[config.mk]
export PLATFORM = sky130hd
export DESIGN_NAME = trig_cordic
export DESIGN_NICKNAME = d
export VERILOG_FILES = /design/src/rtl/trig_cordic.sv
export SDC_FILE = /design/constraint.sdc
export NUM_CORES = 1
export LEC_CHECK = 0
export ABC_AREA = 1
export BUFFER_PORTS_ARGS = -buffer_cell sky130_fd_sc_hd__buf_2
export CAP_MARGIN = 0
export CELL_PAD_IN_SITES_DETAIL_PLACEMENT = 1
export CELL_PAD_IN_SITES_GLOBAL_PLACEMENT = 1
export CORE_MARGIN = 2
export CORE_UTILIZATION = 35
export CTS_CLUSTER_SIZE = 25
export DETAILED_ROUTE_END_ITERATION = 6
export PLACE_DENSITY = 0.65
export SLEW_MARGIN = 10
export SYNTH_ARGS = -nofsm -noshare
export SYNTH_HDL_FRONTEND = slang
export SYNTH_SLANG_ARGS = --single-unit
[constraint.sdc]
create_clock -name clk_in -period 4.3 [get_ports clk_in]
set_input_delay 0.215 -clock clk_in [delete_from_list [all_inputs] [get_ports clk_in]]
set_output_delay 0.215 -clock clk_in [all_outputs]
set_load 0.01 [all_outputs]
[src/rtl/trig_cordic.sv]
// Iterative CORDIC sine/cosine generator: a 16-bit binary angle in, signed Q8.8 sine/cosine out.
// One shared micro-rotation datapath runs ITER cycles per request.
module trig_cordic #(
  parameter int ITER = 12
) (
  input  logic               clk_in,
  input  logic               rst_in,
  input  logic [15:0]        angle_in,
  input  logic               start_in,
  output logic signed [15:0] sin_val_out,
  output logic signed [15:0] cos_val_out,
  output logic               valid_out,
  output logic               busy_out
);

  typedef enum logic [1:0] {IDLE, ROTATE, DONE} state_t;

  state_t state, state_nxt;

  logic signed [17:0] x, y, z;
  logic [3:0]         iter;
  logic               flip;

  logic signed [17:0] x_sh, y_sh, atan_i;
  logic signed [17:0] s_full, c_full;
  logic [15:0]        z0;
  logic               fold;
  logic               last_iter;

  function automatic logic signed [17:0] atan_lut(input logic [3:0] idx);
    case (idx)
      4'd0:    return 18'sd8192;
      4'd1:    return 18'sd4836;
      4'd2:    return 18'sd2555;
      4'd3:    return 18'sd1297;
      4'd4:    return 18'sd651;
      4'd5:    return 18'sd326;
      4'd6:    return 18'sd163;
      4'd7:    return 18'sd81;
      4'd8:    return 18'sd41;
      4'd9:    return 18'sd20;
      4'd10:   return 18'sd10;
      4'd11:   return 18'sd5;
      4'd12:   return 18'sd3;
      4'd13:   return 18'sd1;
      default: return 18'sd0;
    endcase
  endfunction

  // Quadrants II and III are rotated by 180 degrees; the result is negated at the end.
  assign fold      = angle_in[15] ^ angle_in[14];
  assign z0        = fold ? {~angle_in[15], angle_in[14:0]} : angle_in;
  assign x_sh      = x >>> iter;
  assign y_sh      = y >>> iter;
  assign atan_i    = atan_lut(iter);
  assign last_iter = (iter == 4'(ITER - 1));
  assign s_full    = (y + 18'sd32) >>> 6;
  assign c_full    = (x + 18'sd32) >>> 6;
  assign busy_out  = (state != IDLE);

  always_ff @(posedge clk_in) begin
    if (rst_in) state <= IDLE;
    else        state <= state_nxt;
  end

  always_comb begin
    state_nxt = state;
    case (state)
      IDLE:    if (start_in) state_nxt = ROTATE;
      ROTATE:  if (last_iter) state_nxt = DONE;
      DONE:    state_nxt = IDLE;
      default: state_nxt = IDLE;
    endcase
  end

  // x starts at K*2^14 so the accumulated CORDIC gain is cancelled up front.
  always_ff @(posedge clk_in) begin
    if (rst_in) begin
      x           <= '0;
      y           <= '0;
      z           <= '0;
      iter        <= '0;
      flip        <= 1'b0;
      sin_val_out <= 16'sd0;
      cos_val_out <= 16'sd256;
      valid_out   <= 1'b0;
    end else begin
      valid_out <= 1'b0;
      case (state)
        IDLE: begin
          if (start_in) begin
            x    <= 18'sd9949;
            y    <= 18'sd0;
            z    <= {{2{z0[15]}}, z0};
            iter <= '0;
            flip <= fold;
          end
        end
        ROTATE: begin
          if (!z[17]) begin
            x <= x - y_sh;
            y <= y + x_sh;
            z <= z - atan_i;
          end else begin
            x <= x + y_sh;
            y <= y - x_sh;
            z <= z + atan_i;
          end
          if (!last_iter) iter <= iter + 4'd1;
        end
        DONE: begin
          sin_val_out <= 16'(flip ? -s_full : s_full);
          cos_val_out <= 16'(flip ? -c_full : c_full);
          valid_out   <= 1'b1;
        end
        default: ;
      endcase
    end
  end

endmodule

== Word level (Yosys, flattened, before mapping) ==
Memories as Yosys holds them, arrays and structs flattened. A register that Yosys moved wholly into a read port is not among the register bits.
Index checks and enable logic that the tools add are counted.
Storage, ports and cells
  output and inout port bits: 34
  input port bits: 19
  register bits after elaboration: 94
  memories: 1
  logic and storage cells: 59
  ROM bits: 224
Cells by class
  shifts and indexed selects: 2
  $add $sub $neg: 11
  bitwise gates (word level): 2
  reduce and logical (&&, ||, !) cells: 7
  equal/unequal tests: 6
  muxes and demuxes: 21
Memory list
  (name not given): words 16, width 14, rd ports 1, clocked after memory_dff 1, wr ports 0, RTL line 31  | case (idx)
Operator list (number)
  two-way mux 18 bit: 6
  case mux 18 bit (2 select lines): 3
  adder 18 bit: 3
  subtractor 18 bit: 3
  two-way mux 16 bit: 3
  adder 18 x 7 -> 18 bit (second input constant): 2
  >>> shifter 18 x 4 -> 18 bit: 2
  negator 12 -> 16 bit: 2
  two-way mux 4 bit: 4
  case mux 4 bit (2 select lines): 1
  inequality test 2 bit (second input constant): 3
  AND reduction 2 bit: 3
  adder 4 x 1 -> 4 bit (second input constant): 1
  == test 4 bit (second input constant): 1
  two-way mux 2 bit: 2
  case mux 2 bit (2 select lines): 1
  nonzero test 2 bit: 2
  AND reduction 3 bit: 1
  == test 2 x 1 -> 1 bit (second input constant): 1
  == test 2 bit (second input constant): 1
  zero test 2 bit: 1
  two-way mux 1 bit: 1
  inverter 1 bit: 1
  bitwise XOR 1 bit: 1

== Logic depth before layout (Yosys ltp) ==
Gate-level depths: netlist of run 1.
  depth after elaboration: 5
  gate-level depth with buffers: 31
  depth with buffers taken out: 29

== Worst setup path after synthesis of run 1 ==
No wires, ideal clock.
  path type: register -> register
  start point: reg iter[0]
  end point: reg x[16]
  stages on the path, launching flop included: 30
  arrival time: 3.336 ns
  slack: 0.832 ns
  required time: 4.168 ns
  setup time: 0.132 ns
  clock period less this slack: 3.468 ns
  buffers on the path: 3
  cell sequence: dfxtp_1 buf_6 inv_4 buf_6 nand2_1 nand3_1 nand3_1 nand3_1 nand2_2 ha_1 inv_1 nor2_4 inv_2 nor2_1 nand2_1 nand2_1 xor2_1 inv_1 ha_1 clkbuf_1 nand2_1 nor2_1 nand2_1 o21ai_0 a21oi_1 or2_2 nand2_1 nand2_1 nand3_1 a21oi_1
Between the ends
  word-level cells in the longest chain between the ends: 4
  elaborated cells on any way between the ends: 5
  classes of those cells: add/sub: 2; shift: 1; mux: 2
Ends and longest elaborated chain
  start: declaration: RTL line 21  | logic [3:0] iter;
  start signal: assignment: RTL line 109  | if (!last_iter) iter <= iter + 4'd1;
  >>> shifter 18 x 4 -> 18 bit *: RTL line 54  | assign y_sh = y >>> iter;
  subtractor 18 bit / adder 18 bit (equally long branches): RTL line 101, 105
  two-way mux 18 bit *: RTL line 100  | if (!z[17]) begin
  case mux 18 bit (2 select lines) *: RTL line 89  | case (state)
  end signal: assignment: RTL line 101  | x <= x - y_sh;
  end signal: assignment: RTL line 105  | x <= x + y_sh;
  end: declaration: RTL line 20  | logic signed [17:0] x, y, z;
Every way passes the cells marked *; elsewhere a longest branch is shown, timed or not.
A chain may end at the register's enable or synchronous reset.

== Worst setup path after layout of run 1 ==
  start point: reg iter[1]
  end point: reg x[16]
The elaborated chain is that of the path after synthesis.

==> flow_metrics.env, run 1 <==
export IMPL_overflow=0
export IMPL_dieArea_um2=29900
export IMPL_seqPwrFrac_pct=22.0
export IMPL_root_buffer="clkbuf_16"
export IMPL_leakage_nw=5.32
export IMPL_ctsHoldBuffers=0
export IMPL_setup_viol=0
export IMPL_syn_to_final_growth_pct=10.1
export IMPL_remaining_drc_errors=0
export IMPL_ys_seq_area_share_pct=21.6
export IMPL_cts_buffers=9
export IMPL_period_share_pct=93.7
export IMPL_p_sw_mw=3.18
export IMPL_gr_usage_all_layers_pct=23.3
export IMPL_rsz0062_at_grt="false"
export IMPL_regArea_um2=2160
export IMPL_cts_resized=0
export IMPL_worstSkewPairLatency_ns=0.37
export IMPL_hold_viol=0
export IMPL_finalNetCount=1707
export IMPL_holdWs_ns=0.100
export IMPL_dp_cells=1988
export IMPL_synth_ff_type="dfxtp_1"
export IMPL_portBuffers=52
export IMPL_hp_class="input port to register"
export IMPL_place_gp_congestion=0.828
export IMPL_max_slew_margin_pct=48.2
export IMPL_die_w_um=173
export IMPL_drtIter0Drc=508
export IMPL_skew_ns=0.0169
export IMPL_worst_pin_slew_ns=0.776
export IMPL_ys_warnings_count=0
export IMPL_synth_distinct_cells=55
export IMPL_pin_count=53
export IMPL_ant_nets=0
export IMPL_setup_ws_ns=0.270
export IMPL_layout_drive_gt1_share_pct=10.9
export IMPL_path_class="register to register"
export IMPL_grt_max_degree=49
export IMPL_die_h_um=173
export IMPL_syn_area_um2=10000
export IMPL_syn_nets=1679
export IMPL_clockBufferDepth=2
export IMPL_swShare_pct=52.3
export IMPL_num_vias=10600
export IMPL_drt_pass1_iter_count=5
export IMPL_post_cts_buffers=0
export IMPL_slew_viol_final=0
export IMPL_avgSynthCellArea_um2=6.28
export IMPL_fp_row_count=61
export IMPL_arrival_ns=4.25
export IMPL_critPathMaxFanout=21
export IMPL_h_tree_depth=3
export IMPL_final_cells=2004
export IMPL_path_clk_slew_ns=0.09
export IMPL_cts_tree="yes"
export IMPL_via_per_inst=5.31
export IMPL_synth_edf_count=0
export IMPL_n_antenna_cell=0
export IMPL_setup_tns_ns=0
export IMPL_comb_power_share_pct=63.7
export IMPL_fin_util_pct=39.4
export IMPL_period_minus_slack_ns=4.03
export IMPL_first_global_vias=10900
export IMPL_status="finished, final reports clean"
export IMPL_clockPowerShare_pct=14.3
export IMPL_fillers=3780
export IMPL_hpwl_mm=26.9
export IMPL_wirelength_mm=34.8
export IMPL_core_area_um2=27900
export IMPL_timing_fmax_mhz=248
export IMPL_antenna_found_initial=0
export IMPL_endpoint_kind="register"
export IMPL_ys_ff_latch=108
export IMPL_required_ns=4.52
export IMPL_start_kind="register"
export IMPL_wl_per_cell_um=17.4
export IMPL_multiInputGateArea_um2=7010
export IMPL_grt_pass1_wl_mm=57.2
export IMPL_drv_cap=0
export IMPL_p_int_mw=2.89
export IMPL_ir_drop_mv=0.169
export IMPL_postSynthCellCount=1593
export IMPL_cts_sinks=108
export IMPL_start_util_pct=35.8
export IMPL_pre_cts_ws_ns=0.113
export IMPL_async_flop_share_pct=0
export IMPL_power_per_cell_area_nw_per_um2=551
logic make-up (layout without fill, tap and decap cells):
kind of cell,Yosys count,after routing,synth area share [%]
buffers and inverters,212,245,8.56
xor gates and xnor gates,91,91,7.97
DFF,108,108,21.6
AOI/OAI and AO/OA,322,322,17.8
and+or+nand+nor,793,793,35.4
adders and majority gates,67,67,8.61
layout make-up:
type / instances / share of cell area (%)
multi-input cells: 1273 / 63.7
clock buffers: 10 / 2.08
inverters: 143 / 4.97
well taps: 378 / 4.30
repair buffers: 86 / 4.83
flip-flops and latches: 108 / 19.7
clock inverters: 6 / 0.512
sequential cells by signal, indices dropped and copies added (netlist names):
register / cells
cos_val_out: 16
sin_val_out: 16
z: 18
y: 18
flip: 1
x: 18
iter: 4
state: 2
atan_i: 14
valid_out: 1
per-layer routing:
metal  routed length [µm]  part of all wire [%]  global-route usage, %
met5                    0                     0                      0
met4                  937                   2.7                   7.70
met2                16800                    48                   41.6
met1                16100                    46                   29.6
met3                  930                   2.7                   2.04
cell usage after synthesis, types with 21 or more instances:
master	count	share of area, %
nand2_1	399	15
xor2_1	66	5.8
nand2_2	21	1.3
xnor2_1	25	2.2
o21ai_0	111	5.6
dfxtp_1	108	22
nor2_1	92	3.5
a21oi_1	148	7.4
nand3_1	206	10
inv_1	129	4.8
ha_1	64	8.0
clkbuf_1	41	1.5
worst paths after layout:
path	start	to	slack, ns	cells past startpoint
max	iter[1]	x[16]	0.27	24
min	angle_in[0]	z[0]	0.10	3
max reg2reg	iter[1]	x[16]	0.27	24
min reg2reg	cos_val_out[15]	cos_val_out[15]	0.46	2
through the flow:
| step | total power, mW | instance area, µm² |
|---|---|---|
| after floorplan | 4.16 | 10000 |
| after global placement | 5.11 | 10700 |
| after detailed placement | 5.16 | 10700 |
| after CTS | 6.07 | 11000 |
| after global routing | 6.70 | 11000 |
| final | 6.07 | 11000 |
power by group through the flow:
stage               clock [mW]  combinational [mW]  sequential, mW
finish                   0.866                3.87            1.34
global route             0.926                4.43            1.35
CTS                      0.892                3.84            1.33
detailed placement           0                3.81            1.36
global placement             0                3.75            1.36
floorplan                    0                2.92            1.24
critical path, cell delays in order, from the launching register on:
cell and delay, ns:
dfxtp_1 0.45, buf_6 0.25, nand3_1 0.14, nand3_1 0.13
nand3_1 0.12, nand2_2 0.11, ha_1 0.20, inv_1 0.08
nor2_4 0.11, inv_2 0.05, nor3_2 0.24, or2_1 0.17
xor2_1 0.23, inv_1 0.08, ha_1 0.36, nand2_1 0.10
nor2_1 0.16, nand2_1 0.08, o21ai_2 0.19, a21oi_1 0.08
or2_2 0.29, nand2_1 0.06, nand2_1 0.05, nand3_1 0.07
a21oi_1 0.06
layout by cell type, fill, tap and decap left out, types with 6 or more instances in the layout:
cell type	instances
a21oi_1	148
a31oi_1	10
buf_2	52
buf_4	32
clkbuf_16	9
dfxtp_1	107
ha_1	64
inv_1	129
inv_2	9
nand2_1	399
nand2_2	21
nand3_1	206
nand3_2	6
nand4_1	15
nor2_1	91
nor3_1	17
o21ai_0	109
o221ai_1	7
o31ai_1	8
or2_2	8
xnor2_1	25
xor2_1	66
(Power assumes the default switching activity.)
==> run 2, diff against run 1 <==
==> constraint.sdc (replaced) <==
create_clock -name clk_in -period 4.3 [get_ports clk_in]
set_input_delay 0.43 -clock clk_in [delete_from_list [all_inputs] [get_ports clk_in]]
set_output_delay 0.43 -clock clk_in [all_outputs]
set_load 0.01 [all_outputs]
==> run 2 against run 1 <==
Against the previous run:
- largest power group unchanged
- cell count unchanged
- clock power is 2.7% higher
- critical endpoint is now y[17]
- non-clock buffer count unchanged
==> flow_metrics.env, run 2 (synthesis gave the netlist of run 1 again) <==
export IMPL_drv_cap=0
export IMPL_path_clk_slew_ns=0.08
export IMPL_n_antenna_cell=0
export IMPL_max_slew_margin_pct=47.1
export IMPL_via_per_inst=5.31
export IMPL_final_cell_mix="399 x nand2_1, 206 x nand3_1, 148 x a21oi_1"
export IMPL_reg_top3="x: 18 flops, y: 18 flops, z: 18 flops"
export IMPL_die_h_um=173
export IMPL_start_util_pct=35.8
export IMPL_setup_tns_ns=0
export IMPL_wl_met1_mm=16.3
export IMPL_slew_viol_final=0
export IMPL_period_minus_slack_ns=3.92
export IMPL_hp_start="angle_in[0]"
export IMPL_layout_commonest_cell="nand2_1"
export IMPL_die_w_um=173
export IMPL_rr_worst_depth=23
export IMPL_drtIter0Drc=488
export IMPL_critPathMaxFanout=34
export IMPL_comb_power_share_pct=63.7
export IMPL_cp_slowest_stage_delay_ns=0.46
export IMPL_fillers=3751
export IMPL_drt_pass1_iter_count=5
export IMPL_cts_tree="yes"
export IMPL_overflow=0
export IMPL_pin_count=53
export IMPL_cp_common_cell="nand3_1"
export IMPL_num_vias=10600
export IMPL_place_gp_congestion=0.888
export IMPL_gr_usage_all_layers_pct=23.0
export IMPL_whs_endpoint="z[0]"
export IMPL_h_tree_depth=3
export IMPL_root_buffer="clkbuf_16"
export IMPL_leakage_nw=5.34
export IMPL_period_share_pct=91.2
export IMPL_setup_viol=0
export IMPL_status="finished, final reports clean"
export IMPL_hold_viol=0
export IMPL_remaining_drc_errors=0
export IMPL_grt_pass1_wl_mm=56.3
export IMPL_arrival_ns=4.23
export IMPL_power_per_cell_area_nw_per_um2=552
export IMPL_portBuffers=52
export IMPL_clockBufferDepth=2
export IMPL_cpMaxStageDelayCell="dfxtp_1"
export IMPL_p_int_mw=2.90
export IMPL_worst_r2r_endpoint="y[17]"
export IMPL_timing_fmax_mhz=255
export IMPL_holdWs_ns=0.325
export IMPL_start_kind="register"
export IMPL_cts_sinks=108
export IMPL_seqPwrFrac_pct=21.8
export IMPL_syn_to_final_growth_pct=10.4
export IMPL_hold_depth=3
export IMPL_first_global_vias=10700
export IMPL_postLayoutCellArea_um2=11000
export IMPL_dieArea_um2=29900
export IMPL_path_class="register to register"
export IMPL_finalNetCount=1707
export IMPL_top_layer="met4"
export IMPL_met3WireLength_um=847
export IMPL_antenna_found_initial=0
export IMPL_rsz0062_at_grt="false"
export IMPL_clockPowerShare_pct=14.6
export IMPL_skew_ns=0.0141
export IMPL_endpoint_kind="register"
export IMPL_required_ns=4.60
export IMPL_worst_pin_slew_ns=0.785
export IMPL_placed_area_um2=10700
export IMPL_hpwl_mm=26.9
export IMPL_fp_row_count=61
export IMPL_wl_met2_mm=16.6
export IMPL_wirelength_mm=34.5
export IMPL_swShare_pct=52.4
export IMPL_path_cells="buf_12, nand3_1, nand3_1, nand3_1, nand2_1, ha_1, nand3_1, nand3b_4, nor2_4, nand4_1, nand2_1, xor2_1, inv_1, ha_1, nand2_1, nor3_2, nand2_1, or2_2, o311ai_1, inv_1, nand3_1, nand3_2, a21oi_2"
export IMPL_crit_family="simple AND/OR/NAND/NOR gates"
export IMPL_worstSkewPairLatency_ns=0.38
export IMPL_r2r_slack_ns=0.38
export IMPL_layout_drive_gt1_share_pct=10.9
export IMPL_grt_max_degree=45
export IMPL_core_area_um2=27900
export IMPL_ant_nets=0
export IMPL_worstReg2RegStart="iter[1]"
export IMPL_hp_class="input port to register"
export IMPL_cts_buffers=9
export IMPL_ir_drop_mv=0.207
export IMPL_critPathBufInv=3
export IMPL_p_sw_mw=3.19
export IMPL_wl_per_cell_um=17.2
==> run 2: metal layers <==
metal | global-route usage (%) | vias to the layer above
met3 | 2.22 | 36
li1 | - | 5385
met2 | 40.4 | 155
met1 | 29.8 | 5057
met4 | 6.71 | 0
met5 | 0 | -
==> run 2: worst reg2reg max path: stages, from the launching register on <==
cell	delay, ns
dfxtp_1	0.46
buf_12	0.24
nand3_1	0.14
nand3_1	0.12
nand3_1	0.13
nand2_1	0.14
ha_1	0.17
nand3_1	0.10
nand3b_4	0.19
nor2_4	0.17
nand4_1	0.12
nand2_1	0.10
xor2_1	0.14
inv_1	0.06
ha_1	0.36
nand2_1	0.13
nor3_2	0.17
nand2_1	0.10
or2_2	0.30
o311ai_1	0.12
inv_1	0.10
nand3_1	0.11
nand3_2	0.08
a21oi_2	0.14
==> run 2: cell type report <==
type,instances,area [µm²],area share (%)
repair buffers,86,553,5.01
clock buffers,9,225,2.04
multi-input cells,1273,7000,63.4
flip-flops and latches,108,2160,19.6
clock inverters,7,78.8,0.714
well taps,378,473,4.28
inverters,143,547,4.95
==> run 2: worst max path at each step <==
stage	to	from	depth (start not counted)
6_report	y[17]	iter[1]	23
5_1_grt	x[13]	iter[1]	24
4_1_cts	x[16]	iter[0]	25
3_5_place_dp	x[16]	iter[0]	25
3_3_place_gp	x[16]	iter[0]	25
2_1_floorplan	x[16]	iter[0]	29
==> run 2: repair_timing <==
item                                    CTS  global route
resized for setup                         0            11
hold buffers                              0             0
setup buffers                             0             1
endpoints found under the setup margin    0            11
==> run 2: power groups by stage <==
| stage | clock [mW] | sequential, mW | combinational [mW] |
|---|---|---|---|
| 6_report | 0.889 | 1.33 | 3.88 |
| 5_1_grt | 0.961 | 1.34 | 4.43 |
| 4_1_cts | 0.925 | 1.33 | 3.85 |
| 3_5_place_dp | 0 | 1.35 | 3.82 |
| 3_3_place_gp | 0 | 1.35 | 3.75 |
| 2_1_floorplan | 0 | 1.24 | 2.92 |
==> run 2: through the flow <==
| stage | util, % | setup slack (ns) | total power, mW | cells |
|---|---|---|---|---|
| after floorplan | - | 0.832 | 4.16 | 1593 |
| after global placement | 38.3 | 0.269 | 5.10 | 1987 |
| after detailed placement | 38.3 | 0.185 | 5.17 | 1987 |
| after CTS | 39.4 | 0.173 | 6.10 | 2003 |
| after global routing | 39.5 | 0.00966 | 6.73 | 2004 |
| final | 39.5 | 0.376 | 6.10 | 2004 |
==> run 3, diff against run 2 <==
- ABC_CLOCK_PERIOD_IN_PS: unset -> 4300
- CORE_UTILIZATION: 35 -> 45
- PLACE_DENSITY: 0.65 -> 0.8
==> run 3 against run 2 <==
Against the previous run:
- register-to-register slack about the same
- die area shrank 22%
- sequential power is essentially flat
- global-route usage rose by 6.1 points
- first-iteration DRC count down 9.2%
- setup slack improved by 0.0019 ns
- non-clock buffer count is 6 lower
- cell count fell by 5.2%
==> flow_metrics.env, run 3 (synthesis gave the netlist of run 1 again) <==
export IMPL_status="finished, final reports clean"
export IMPL_start_kind="register"
export IMPL_period_share_pct=91.2
export IMPL_final_cell_mix="399 x nand2_1, 206 x nand3_1, 148 x a21oi_1"
export IMPL_cts_buffers=9
export IMPL_hpwl_mm=25.9
export IMPL_finalNetCount=1701
export IMPL_path_clk_slew_ns=0.08
export IMPL_leakage_nw=5.29
export IMPL_core_area_um2=21800
export IMPL_antenna_found_initial=0
export IMPL_post_cts_buffers=0
export IMPL_cts_sinks=108
export IMPL_first_global_vias=11200
export IMPL_layout_commonest_cell="nand2_1"
export IMPL_h_tree_depth=3
export IMPL_via_per_inst=5.74
export IMPL_cpMaxStageDelayCell="dfxtp_1"
export IMPL_holdWs_ns=0.331
export IMPL_max_slew_margin_pct=46.9
export IMPL_gr_usage_all_layers_pct=29.1
export IMPL_pin_count=53
export IMPL_overflow=0
export IMPL_fp_row_count=54
export IMPL_arrival_ns=4.23
export IMPL_root_buffer="clkbuf_16"
export IMPL_clockBufferDepth=2
export IMPL_worstSkewPairLatency_ns=0.37
export IMPL_hold_viol=0
export IMPL_reg_top3="x: 18 flops, y: 18 flops, z: 18 flops"
export IMPL_setup_tns_ns=0
export IMPL_start_util_pct=45.8
export IMPL_critPathMaxFanout=24
export IMPL_syn_to_final_growth_pct=8.24
export IMPL_hp_start="angle_in[1]"
export IMPL_slew_viol_final=0
export IMPL_cts_tree="yes"
export IMPL_wirelength_mm=33.9
export IMPL_worstReg2RegStart="iter[1]"
export IMPL_ir_drop_mv=0.210
export IMPL_portBuffers=52
export IMPL_hp_class="input port to register"
export IMPL_fillers=3048
export IMPL_critPathBufInv=5
export IMPL_drt_pass1_iter_count=5
export IMPL_grt_max_degree=47
export IMPL_wl_per_cell_um=17.8
export IMPL_dieArea_um2=23400
export IMPL_worst_pin_slew_ns=0.796
export IMPL_power_per_cell_area_nw_per_um2=562
export IMPL_skew_ns=0.0152
export IMPL_drtIter0Drc=443
export IMPL_cp_slowest_stage_delay_ns=0.44
export IMPL_endpoint_kind="register"
export IMPL_period_minus_slack_ns=3.92
export IMPL_layout_drive_gt1_share_pct=10.4
export IMPL_timing_fmax_mhz=255
export IMPL_ant_nets=0
export IMPL_grt_pass1_wl_mm=56.3
export IMPL_place_gp_congestion=0.898
export IMPL_crit_start="iter[1]"
export IMPL_path_class="register to register"
export IMPL_setup_viol=0
export IMPL_die_h_um=153
export IMPL_remaining_drc_errors=0
export IMPL_rsz0062_at_grt="false"
export IMPL_die_w_um=153
export IMPL_setup_ws_ns=0.378
export IMPL_crit_family="simple AND/OR/NAND/NOR gates"
export IMPL_n_antenna_cell=0
export IMPL_required_ns=4.61
export IMPL_pre_cts_ws_ns=0.284
export IMPL_drv_cap=0
export IMPL_num_vias=10900
## run 3: changes by cell type in the layout (fill, tap and decap cells not counted), sizes merged
cell,delta
buf,-6
clkbuf,+1
clkinv,-1
inv,-1
## run 3: through the flow
stage          power (mW)  utilization, %  std cells  instance area (µm²)
6_report             6.08            49.6       1899                10800
5_1_grt              6.64            49.6       1899                10800
4_1_cts              6.03            49.5       1899                10800
3_5_place_dp         5.14            48.2       1884                10500
3_3_place_gp         5.00            48.2       1884                10500
2_1_floorplan        4.16               -       1593                10000
## run 3: tightest hold or removal path, cell delays in order
cell and delay [ns]:
buf_2 0.10, nand2_1 0.06, a31oi_1 0.07
## run 3: path summary, 6_finish.rpt
check | slack (ns) | endpoint | depth (start not counted)
worst max-delay path | 0.38 | x[17] | 25
worst min-delay path | 0.33 | z[1] | 3
worst max register to register | 0.38 | x[17] | 25
worst min register to register | 0.46 | sin_val_out[14] | 2
## run 3: what timing repair did
action | CTS | global route
hold buffers | 0 | 0
resized for setup | 0 | 11
endpoints found under the setup margin | 0 | 11
## run 3: where the power goes
part           internal [mW]  switching, mW  total [mW]
clock network          0.415          0.434       0.849
registers               1.12          0.246        1.36
logic                   1.35           2.52        3.87
## run 3: final cells by class
class / instances / area [µm²] / area share, %
inverters: 143 / 547 / 5.05
flip-flops and latches: 108 / 2160 / 20.0
clock inverters: 5 / 43.8 / 0.405
repair buffers: 80 / 487 / 4.50
multi-input cells: 1273 / 6990 / 64.6
clock buffers: 10 / 239 / 2.21
well taps: 280 / 350 / 3.24
## run 3: layer usage
layer	vias up	wire length, µm	global-route usage (%)
li1	5377	-	-
met1	5244	14900	36.0
met3	56	1060	2.35
met2	221	16700	52.2
met5	-	0	0
met4	0	1230	11.6
